`src/rtl/frame_level_pkg.sv`:
```
// Shared types and constants for the frame level meter.
// Full-scale constants are given for the default sample width.
package frame_level_pkg;

  localparam int unsigned DEF_SAMPLE_W   = 24;
  localparam int unsigned DEF_DATA_W     = 32;
  localparam int unsigned DEF_FRAME_LOG2 = 8;

  localparam logic signed [DEF_SAMPLE_W-1:0] POS_FS = {1'b0, {(DEF_SAMPLE_W-1){1'b1}}};
  localparam logic signed [DEF_SAMPLE_W-1:0] NEG_FS = {1'b1, {(DEF_SAMPLE_W-1){1'b0}}};

  typedef enum logic [1:0] {
    StIdle,
    StRead,
    StDrain,
    StDone
  } state_e;

  // The sum of 2^frame_log2 squared magnitudes fits without overflow.
  function automatic int unsigned acc_width(input int unsigned sample_w,
                                            input int unsigned frame_log2);
    return 2 * sample_w - 2 + frame_log2;
  endfunction

endpackage

```
`src/rtl/sample_abs_sq.sv`:
```
// Registered saturating magnitude and clip detect; the square of the
// registered magnitude is presented for the consumer's next-edge accumulate.
module sample_abs_sq
  import frame_level_pkg::*;
#(
  parameter int unsigned SAMPLE_W = DEF_SAMPLE_W
) (
  input  logic                  clk_i,
  input  logic                  rst_i,
  input  logic                  valid_i,
  input  logic [SAMPLE_W-1:0]   sample_i,
  output logic                  valid_o,
  output logic [SAMPLE_W-2:0]   abs_o,
  output logic                  clip_o,
  output logic [2*SAMPLE_W-3:0] sq_o
);

  localparam int unsigned SQ_W = 2 * SAMPLE_W - 2;
  localparam logic [SAMPLE_W-1:0] LP_POS = {1'b0, {(SAMPLE_W-1){1'b1}}};
  localparam logic [SAMPLE_W-1:0] LP_NEG = {1'b1, {(SAMPLE_W-1){1'b0}}};

  logic [SAMPLE_W-1:0] w_neg;
  logic [SAMPLE_W-2:0] w_abs;
  logic                w_clip;
  logic [SQ_W-1:0]     w_abs_ext;

  logic                r_valid;
  logic [SAMPLE_W-2:0] r_abs;
  logic                r_clip;

  assign w_neg = -sample_i;

  always_comb begin
    w_abs = sample_i[SAMPLE_W-1] ? w_neg[SAMPLE_W-2:0] : sample_i[SAMPLE_W-2:0];
    // The most negative code has no positive twin; clamp it.
    if (sample_i == LP_NEG) begin
      w_abs = '1;
    end
    w_clip = (sample_i == LP_POS) || (sample_i == LP_NEG);
  end

  always_ff @(posedge clk_i) begin
    if (rst_i) begin
      r_valid <= 1'b0;
      r_abs   <= '0;
      r_clip  <= 1'b0;
    end else begin
      r_valid <= valid_i;
      if (valid_i) begin
        r_abs  <= w_abs;
        r_clip <= w_clip;
      end
    end
  end

  assign w_abs_ext = {{(SAMPLE_W-1){1'b0}}, r_abs};

  assign valid_o = r_valid;
  assign abs_o   = r_abs;
  assign clip_o  = r_clip;
  assign sq_o    = w_abs_ext * w_abs_ext;

endmodule

```
`src/rtl/frame_level_meter.sv`:
```
// Drains one frame from the RAM read port and publishes its peak magnitude,
// mean square and clip flag with a one-cycle valid strobe.
module frame_level_meter
  import frame_level_pkg::*;
#(
  parameter int unsigned SAMPLE_W   = DEF_SAMPLE_W,
  parameter int unsigned DATA_W     = DEF_DATA_W,
  parameter int unsigned FRAME_LOG2 = DEF_FRAME_LOG2
) (
  input  logic                  clk_i,
  input  logic                  rst_i,
  input  logic [DATA_W-1:0]     ram_read_data_i,
  input  logic                  ram_read_valid_i,
  output logic                  ram_read_ready_o,
  input  logic                  ram_buffer_ready_i,
  output logic                  level_valid_o,
  output logic [SAMPLE_W-2:0]   peak_o,
  output logic [2*SAMPLE_W-3:0] mean_sq_o,
  output logic                  clip_o,
  output logic                  busy_o,
  output logic [15:0]           frame_count_o
);

  localparam int unsigned ACC_W = acc_width(SAMPLE_W, FRAME_LOG2);
  localparam int unsigned SQ_W  = 2 * SAMPLE_W - 2;

  state_e                r_state;
  logic [FRAME_LOG2-1:0] r_beat;
  logic [ACC_W-1:0]      r_acc;
  logic [SAMPLE_W-2:0]   r_peak;
  logic                  r_clip_acc;
  logic                  r_level_valid;
  logic [SAMPLE_W-2:0]   r_peak_out;
  logic [SQ_W-1:0]       r_mean_sq;
  logic                  r_clip_out;
  logic [15:0]           r_frame_count;

  logic                  w_accept;
  logic                  w_s2_valid;
  logic [SAMPLE_W-2:0]   w_abs;
  logic                  w_clip;
  logic [SQ_W-1:0]       w_sq;
  logic                  w_unused_upper;

  assign w_accept       = (r_state == StRead) && ram_read_valid_i;
  assign w_unused_upper = ^ram_read_data_i[DATA_W-1:SAMPLE_W];

  sample_abs_sq #(
    .SAMPLE_W (SAMPLE_W)
  ) u_abs_sq (
    .clk_i    (clk_i),
    .rst_i    (rst_i),
    .valid_i  (w_accept),
    .sample_i (ram_read_data_i[SAMPLE_W-1:0]),
    .valid_o  (w_s2_valid),
    .abs_o    (w_abs),
    .clip_o   (w_clip),
    .sq_o     (w_sq)
  );

  always_ff @(posedge clk_i) begin
    if (rst_i) begin
      r_state       <= StIdle;
      r_beat        <= '0;
      r_acc         <= '0;
      r_peak        <= '0;
      r_clip_acc    <= 1'b0;
      r_level_valid <= 1'b0;
      r_peak_out    <= '0;
      r_mean_sq     <= '0;
      r_clip_out    <= 1'b0;
      r_frame_count <= '0;
    end else begin
      r_level_valid <= 1'b0;
      if (w_s2_valid) begin
        if (w_abs > r_peak) begin
          r_peak <= w_abs;
        end
        r_acc      <= r_acc + ACC_W'(w_sq);
        r_clip_acc <= r_clip_acc | w_clip;
      end
      unique case (r_state)
        StIdle: begin
          if (ram_buffer_ready_i) begin
            r_state    <= StRead;
            r_beat     <= '0;
            r_acc      <= '0;
            r_peak     <= '0;
            r_clip_acc <= 1'b0;
          end
        end
        StRead: begin
          if (w_accept) begin
            r_beat <= r_beat + 1'b1;
            if (r_beat == '1) begin
              r_state <= StDrain;
            end
          end
        end
        // Final beat lands in the accumulator on this edge.
        StDrain: r_state <= StDone;
        StDone: begin
          r_peak_out    <= r_peak;
          r_mean_sq     <= r_acc[ACC_W-1:FRAME_LOG2];
          r_clip_out    <= r_clip_acc;
          r_level_valid <= 1'b1;
          r_frame_count <= r_frame_count + 16'd1;
          r_state       <= StIdle;
        end
        default: r_state <= StIdle;
      endcase
    end
  end

  assign ram_read_ready_o = (r_state == StRead);
  assign busy_o           = (r_state != StIdle);
  assign level_valid_o    = r_level_valid;
  assign peak_o           = r_peak_out;
  assign mean_sq_o        = r_mean_sq;
  assign clip_o           = r_clip_out;
  assign frame_count_o    = r_frame_count;

endmodule

```
`config.mk`:
```
export PLATFORM = sky130hd
export DESIGN_NAME = frame_level_meter
export DESIGN_NICKNAME = d
export VERILOG_FILES = /design/src/rtl/frame_level_pkg.sv /design/src/rtl/sample_abs_sq.sv /design/src/rtl/frame_level_meter.sv
export SDC_FILE = /design/constraint.sdc
export NUM_CORES = 2
export LEC_CHECK = 0
export BUFFER_PORTS_ARGS = -buffer_cell sky130_fd_sc_hd__buf_2
export CAP_MARGIN = 20
export CORE_AREA = 2 2 213 425
export DETAILED_ROUTE_END_ITERATION = 16
export DIE_AREA = 0 0 215 427
export PLACE_DENSITY_LB_ADDON = 0.2
export SLEW_MARGIN = 20
export SYNTH_ARGS = -nofsm -noshare
export SYNTH_HDL_FRONTEND = slang
export SYNTH_HIERARCHICAL = 1
export SYNTH_SLANG_ARGS = --single-unit
```
`constraint.sdc`:
```
create_clock -name clk_i -period 25.8 [get_ports clk_i]
set_input_delay 5.16 -clock clk_i [delete_from_list [all_inputs] [get_ports clk_i]]
set_output_delay 5.16 -clock clk_i [all_outputs]
set_load 0.03 [all_outputs]
```
# Yosys cells after proc, flatten, opt, wreduce, memory -nomap -nowiden
# Cells that the tools add are included.
[totals]
register_bits = 200
latchBits = 0
mem_bits_rw = 0
mem_bits_ro = 0
inputBits = 36
output_inout_bits = 89
elab_cells = 56
memories = 0
[classes]
add_sub_neg = 4
mul = 1
div_mod_pow = 0
magnitude_cmp = 1
eq_ne = 9
shift = 0
n_mux = 20
bitwise = 1
reduce_logical = 7
[ops]
columns = ["operator", "count"]
rows = [
  ["54-bit two-way mux", 3],
  ["23-bit two-way mux", 6],
  ["54-bit by 46-bit adder with 54-bit output", 1],
  ["23-bit by 23-bit multiplier with 46-bit output", 1],
  ["24-bit by 23-bit == test with 1-bit output, second input constant", 1],
  ["24-bit == test, second input constant", 1],
  ["23-bit greater-than comparator", 1],
  ["23-bit negator", 1],
  ["16-bit by 1-bit adder with 16-bit output, second input constant", 1],
  ["8-bit two-way mux", 2],
  ["8-bit case mux with 2 select lines", 1],
  ["8-bit by 1-bit adder with 8-bit output, second input constant", 1],
  ["8-bit == test, second input constant", 1],
  ["2-bit case mux with 4 select lines", 1],
  ["2-bit two-way mux", 3],
  ["3-bit AND reduction", 2],
  ["2-bit == test, second input constant", 2],
  ["1-bit two-way mux", 4],
  ["2-bit by 1-bit != test with 1-bit output, second input constant", 2],
  ["2-bit nonzero test", 2],
  ["2-bit by 1-bit == test with 1-bit output, second input constant", 1],
  ["2-bit zero test", 1],
  ["2-bit != test, second input constant", 1],
  ["1-bit logical AND", 1],
  ["other kinds (2)", 2],
]

# Logic depth before layout (Yosys ltp)
[depth]
ltp_word = 5
mapped_depth = 38
mapped_depth_nobuf = 35

# Hierarchy
# The synthesis kept the hierarchy.
[modules_own_cells]
columns = ["module", "n_inst", "cells_each", "area_per_inst_um2", "seq_area_each_um2"]
rows = [
  ["sample_abs_sq", 1, 1844, 16618.4, 500.5],
  ["frame_level_meter", 1, 1171, 9736.8, 3503.4],
]

# Worst setup path after synthesis
# No wires, ideal clock.
[synth_timing]
path_type = "register to register"
from = "register u_abs_sq.r_abs[15] (netlist: u_abs_sq/abs_o[15])"
to = "register r_acc[47]"
arrival_ns = 8.707
t_required_ns = 25.729
path_slack_ns = 17.022
path_stages_with_launch = 35
path_buffers = 4
synth_period_minus_slack_ns = 8.778
path_cell_list = "dfxtp_1 clkbuf_1 clkbuf_1 nand2_1 fa_1 fa_1 inv_1 fa_1 inv_1 fa_1 inv_1 fa_1 fa_1 inv_1 fa_1 inv_1 ha_1 clkbuf_1 nand2_1 o21ai_1 o32a_1 a31o_2 a211o_1 a311oi_1 xnor2_1 ha_1 clkbuf_1 a21o_1 a21oi_1 o21a_1 nor2_1 o41ai_1 o21ai_0 or3_1 a21oi_1"
[synth_between]
elab_chain_cells = 5
[synth_lines]
columns = ["element", "line_no", "source"]
rows = [
  ["from (decl)", "sample_abs_sq.sv:28", "logic [SAMPLE_W-2:0] r_abs;"],
  ["from (signal assigned)", "sample_abs_sq.sv:50", "r_abs <= w_abs;"],
  ["23-bit by 23-bit multiplier with 46-bit output (*)", "sample_abs_sq.sv:61", "assign sq_o = w_abs_ext * w_abs_ext;"],
  ["named net w_sq[37]", "frame_level_meter.sv:42", "logic [SQ_W-1:0] w_sq;"],
  ["54-bit by 46-bit adder with 54-bit output (*)", "frame_level_meter.sv:79", "r_acc <= r_acc + ACC_W'(w_sq);"],
  ["54-bit two-way mux (*)", "frame_level_meter.sv:75", "if (w_s2_valid) begin"],
  ["54-bit two-way mux", "frame_level_meter.sv:84", "if (ram_buffer_ready_i) begin"],
  ["54-bit two-way mux (*)", "frame_level_meter.sv:82", "unique case (r_state)"],
  ["to (signal assigned)", "frame_level_meter.sv:79", ""],
  ["to (decl)", "frame_level_meter.sv:29", "logic [ACC_W-1:0] r_acc;"],
]
# Mark *: on every way through the listed nets, which the timed path passes. The rest lies on a longest branch.
# A chain may end at the register's enable or synchronous reset.

# Worst setup path after layout
[layout_timing]
from = "register u_abs_sq.r_abs[14] (netlist: u_abs_sq/abs_o[14])"
to = "register r_acc[49]"
# Same word-level chain as after synthesis.

==> metrics.log <==
[metrics] area grow syn2layout: 9.26%
[metrics] worst reg2reg endpoint: r_acc[49]
[metrics] TritonCTS clock tree: built
[metrics] IO buf count: 116
[metrics] number of CTS-inserted buffers: 17
[metrics] post-DR vias/cell: 4.68
[metrics] buffer depth of the longest clock path: 2
[metrics] die height: 427 microns
[metrics] H-tree levels: 4
[metrics] TritonRoute pass-1 iters: 5
[metrics] Die Outline Area: 91800 sq um
[metrics] pwr dens: 60.2 nW/um^2
[metrics] total number of clock tree sinks: 200
[metrics] setup violation total in the final timing report: 0
[metrics] synthesized area divided by synthesized cell count: 8.74 sq um
[metrics] number of resized instances in the post-cts repair step: 0
[metrics] maximum VDD drop: 0.0000533 V
[metrics] core area: 88800 sq um
[metrics] via count of the first global-routing pass: 20600
[metrics] r2r setup slk: 15310 ps
[metrics] max_cap viols: 0
[metrics] IO Count: 125
[metrics] DRT Wirelength: 73300 microns
[metrics] Total Negative Setup Slacks: 0 ps
[metrics] cell depth of the worst min-delay path: 2
[metrics] Tightest Hold Check Type: register to register
[metrics] CP max stage cell: sky130_fd_sc_hd__o41ai_1
[metrics] initial core utilization: 29.7%
[metrics] Final Hold Violating Endpoints: 0
[metrics] horizontal die dimension: 215 microns
[metrics] clock root buffer: sky130_fd_sc_hd__clkbuf_16
[metrics] startpoint of the worst-slack reg-to-reg timing path: u_abs_sq/abs_o[14]
[metrics] Levels on crit path: 32
[metrics] final clock period utilization by the worst path: 40.6%
[metrics] most frequently used flop master after synthesis: sky130_fd_sc_hd__dfxtp_1
[metrics] total global routing overflow: 0
[metrics] post-layout util: 32.4%
[metrics] clock transition time at the flip-flop clock pins of the worst setup and hold paths: 90 ps
[metrics] number of vias after detailed routing: 19900
[metrics] worst min-delay path startpoint: r_acc[53]
[metrics] number of warnings reported in the yosys synthesis log: 6
[metrics] count of mapped cells out of synthesis: 3015
[metrics] Layout Skew: 21.0 ps
[metrics] Critical Path RT: 26200 ps
[metrics] r2r worst-path depth: 32
[metrics] dominant cell type by count on the critical path: sky130_fd_sc_hd__fa_1
[metrics] Final GP Congestion: 0.859
[metrics] violation count after the first detailed-route iteration: 929
[metrics] combinational share of power: 62.2%
[metrics] Worst Setup Start Kind: register
[metrics] fmax: 95.4 MHz
[metrics] number of buffers added for setup after CTS: 0
[metrics] sequential element share of the synthesized area: 15.2%
[metrics] final layout net count: 3729
[metrics] number of synthesized flops with an enable pin: 0
[metrics] worst hold-check slack: 485 ps
[metrics] max incr delay on CP: 740 ps
[metrics] number of rows created at floorplan: 155
[metrics] cell area after synthesis: 26400 sq um
[metrics] sequential power share: 20.8%
[metrics] ratio of cells with drive above 1 in the final layout: 7.83%
[metrics] switching power share of the total: 52.0%
[metrics] total internal power: 832 uW
[metrics] normalized max-slew margin: 35.9%
[metrics] global-route wire length before repair: 118000 microns
[metrics] WHS Endpoint: r_acc[53]
[metrics] CP Data Arrival Time: 10890 ps
[metrics] Worst Path Max Fanout: 11
[metrics] pin count of the biggest net entering global routing: 61
[metrics] Leak: 0.0140 uW
[metrics] synthesis-stage register bit count: 200
[metrics] transition time of the tightest slew-check pin: 961 ps
[metrics] total half-perimeter wirelength after legalization and detailed placement: 58000 microns
[metrics] classification of the worst setup path: register to register
[metrics] Avg WL per Cell: 17.3 microns
[metrics] top-area cell type share of the netlist area: 29.3%
[metrics] cell taking the most area after synthesis: sky130_fd_sc_hd__fa_1
[metrics] Clock Power Share: 17.0%
[metrics] library cells used by synthesis: 77
[metrics] Crit path buffers/inverters: 6
[metrics] post-route minimum period: 10490 ps
[metrics] Switch Pwr: 902 uW
[metrics] Hold Buf Count CTS: 0
[metrics] outcome: completed
[metrics] Critical Path End Type: register
[metrics] number of nets with antenna violations after detailed routing: 0
[metrics] clock latency of the later-clocked register in the worst-skew pair: 490 ps
[metrics] proportion of synthesized flip-flops having asynchronous set or reset: 0%
[metrics] top cells by area in the synthesized netlist: sky130_fd_sc_hd__fa_1 (29%), sky130_fd_sc_hd__dfxtp_1 (15%), sky130_fd_sc_hd__ha_1 (12%), sky130_fd_sc_hd__inv_1 (8.0%), sky130_fd_sc_hd__nand2_1 (3.8%)
[metrics] largest delay contributor family on the critical path: adder cells
[metrics] number of antenna violations at the first check in global routing: 3
[metrics] Synthesized Nets: 3690
[metrics] setup repair after global routing missed its margin: no
[metrics] Global Route Usage Sum: 16.5%
[metrics] number of pins exceeding their max-slew limit in the final report: 0
[metrics] drc violations: 0
[sequential cells by signal (all words and copies together), names as in the netlist]
name / flops
clip_o: 1
frame_count_o: 16
level_valid_o: 1
mean_sq_o: 46
peak_o: 23
r_acc: 54
r_beat: 8
r_clip_acc: 1
r_peak: 23
r_state: 2
u_abs_sq/abs_o: 23
u_abs_sq/clip_o: 1
u_abs_sq/valid_o: 1
[power groups by stage]
stage | sequential, uW | clock, uW | combinational, uW
5_1_grt | 363 | 317 | 1210
3_3_place_gp | 368 | 0 | 1080
4_1_cts | 361 | 308 | 1090
2_1_floorplan | 348 | 0 | 751
6_report | 361 | 295 | 1080
3_5_place_dp | 368 | 0 | 1080
[worst max-delay path by stage]
stage	slack (ps)	to	start
6_report	15310	r_acc[49]	u_abs_sq/abs_o[14]
5_1_grt	14700	r_acc[49]	u_abs_sq/abs_o[14]
4_1_cts	15190	r_acc[49]	u_abs_sq/abs_o[14]
3_5_place_dp	15240	r_acc[49]	u_abs_sq/abs_o[14]
3_3_place_gp	15300	r_acc[47]	u_abs_sq/abs_o[14]
2_1_floorplan	17020	r_acc[47]	u_abs_sq/abs_o[15]
[synthesized netlist by cell type, drive strengths merged, types with 15 or more instances]
library cell and instances:
nand4 27, nor2b 17, inv 561, a211oi 40
a21o 59, o21ai 111, nand3 65, buf 24
dfxtp 200, nand2 271, clkbuf 99, and3 17
xor2 67, mux2i 92, ha 253, and2 103
nor3 24, fa 386, a31oi 15, xnor2 65
a21oi 137, or3 22, nor2 241
[placed cells by master, fill, tap and decap left out, types with 92 or more instances in the layout]
cell type / count
sky130_fd_sc_hd__buf_2: 115
sky130_fd_sc_hd__mux2i_1: 92
sky130_fd_sc_hd__nor2_1: 240
sky130_fd_sc_hd__inv_1: 561
sky130_fd_sc_hd__dfxtp_1: 195
sky130_fd_sc_hd__and2_1: 101
sky130_fd_sc_hd__a21oi_1: 133
sky130_fd_sc_hd__ha_1: 252
sky130_fd_sc_hd__nand2_1: 269
sky130_fd_sc_hd__o21ai_0: 103
sky130_fd_sc_hd__fa_1: 386
[final cells by class]
cell class	count	area, sq um
clock inverters	15	225
diodes	5	12.5
inverters	562	2110
flip-flops and latches	200	4010
fillers	9531	60000
clock buffers	17	425
multi-input cells	2130	19800
well taps	1177	1470
repair buffers	143	786
[cell families after synthesis]
group,after synthesis,synth area share [%]
AOI/OAI and AO/OA,448,11.2
muxes,94,3.58
DFF,200,15.2
adders and majority gates,639,41.3
and+or+nand+nor,816,14.3
buffers and inverters,685,9.98
other,1,0.0142
xor gates and xnor gates,132,4.39
[layer usage]
metal / global-route usage, % / up-vias / routed length [microns]
li1: - / 9697 / -
met1: 22.4 / 9815 / 34300
met2: 27.5 / 321 / 34600
met3: 2.56 / 60 / 2740
met4: 4.15 / 4 / 1660
met5: 0 / - / 33
[worst reg2reg max path: cells and delay by family (launching register included)]
family | cells | cell delay (ps)
adder cells (fa/ha/maj) | 9 | 4120
AO/OA/AOI/OAI | 12 | 3620
buffers and inverters | 6 | 990
AND/OR/NAND/NOR | 4 | 790
flip-flops | 1 | 690
XOR/XNOR | 1 | 180
[through the flow]
step | std cells | power (uW) | instance area (sq um) | setup slack, ps
after floorplan | 3015 | 1100 | 26400 | 17020
after global placement | 4212 | 1450 | 28100 | 15300
after detailed placement | 4212 | 1450 | 28100 | 15240
after CTS | 4244 | 1760 | 28800 | 15190
after global routing | 4244 | 1890 | 28800 | 14700
final | 4249 | 1730 | 28800 | 15310
Note: power is estimated with default switching activity, not from simulation.
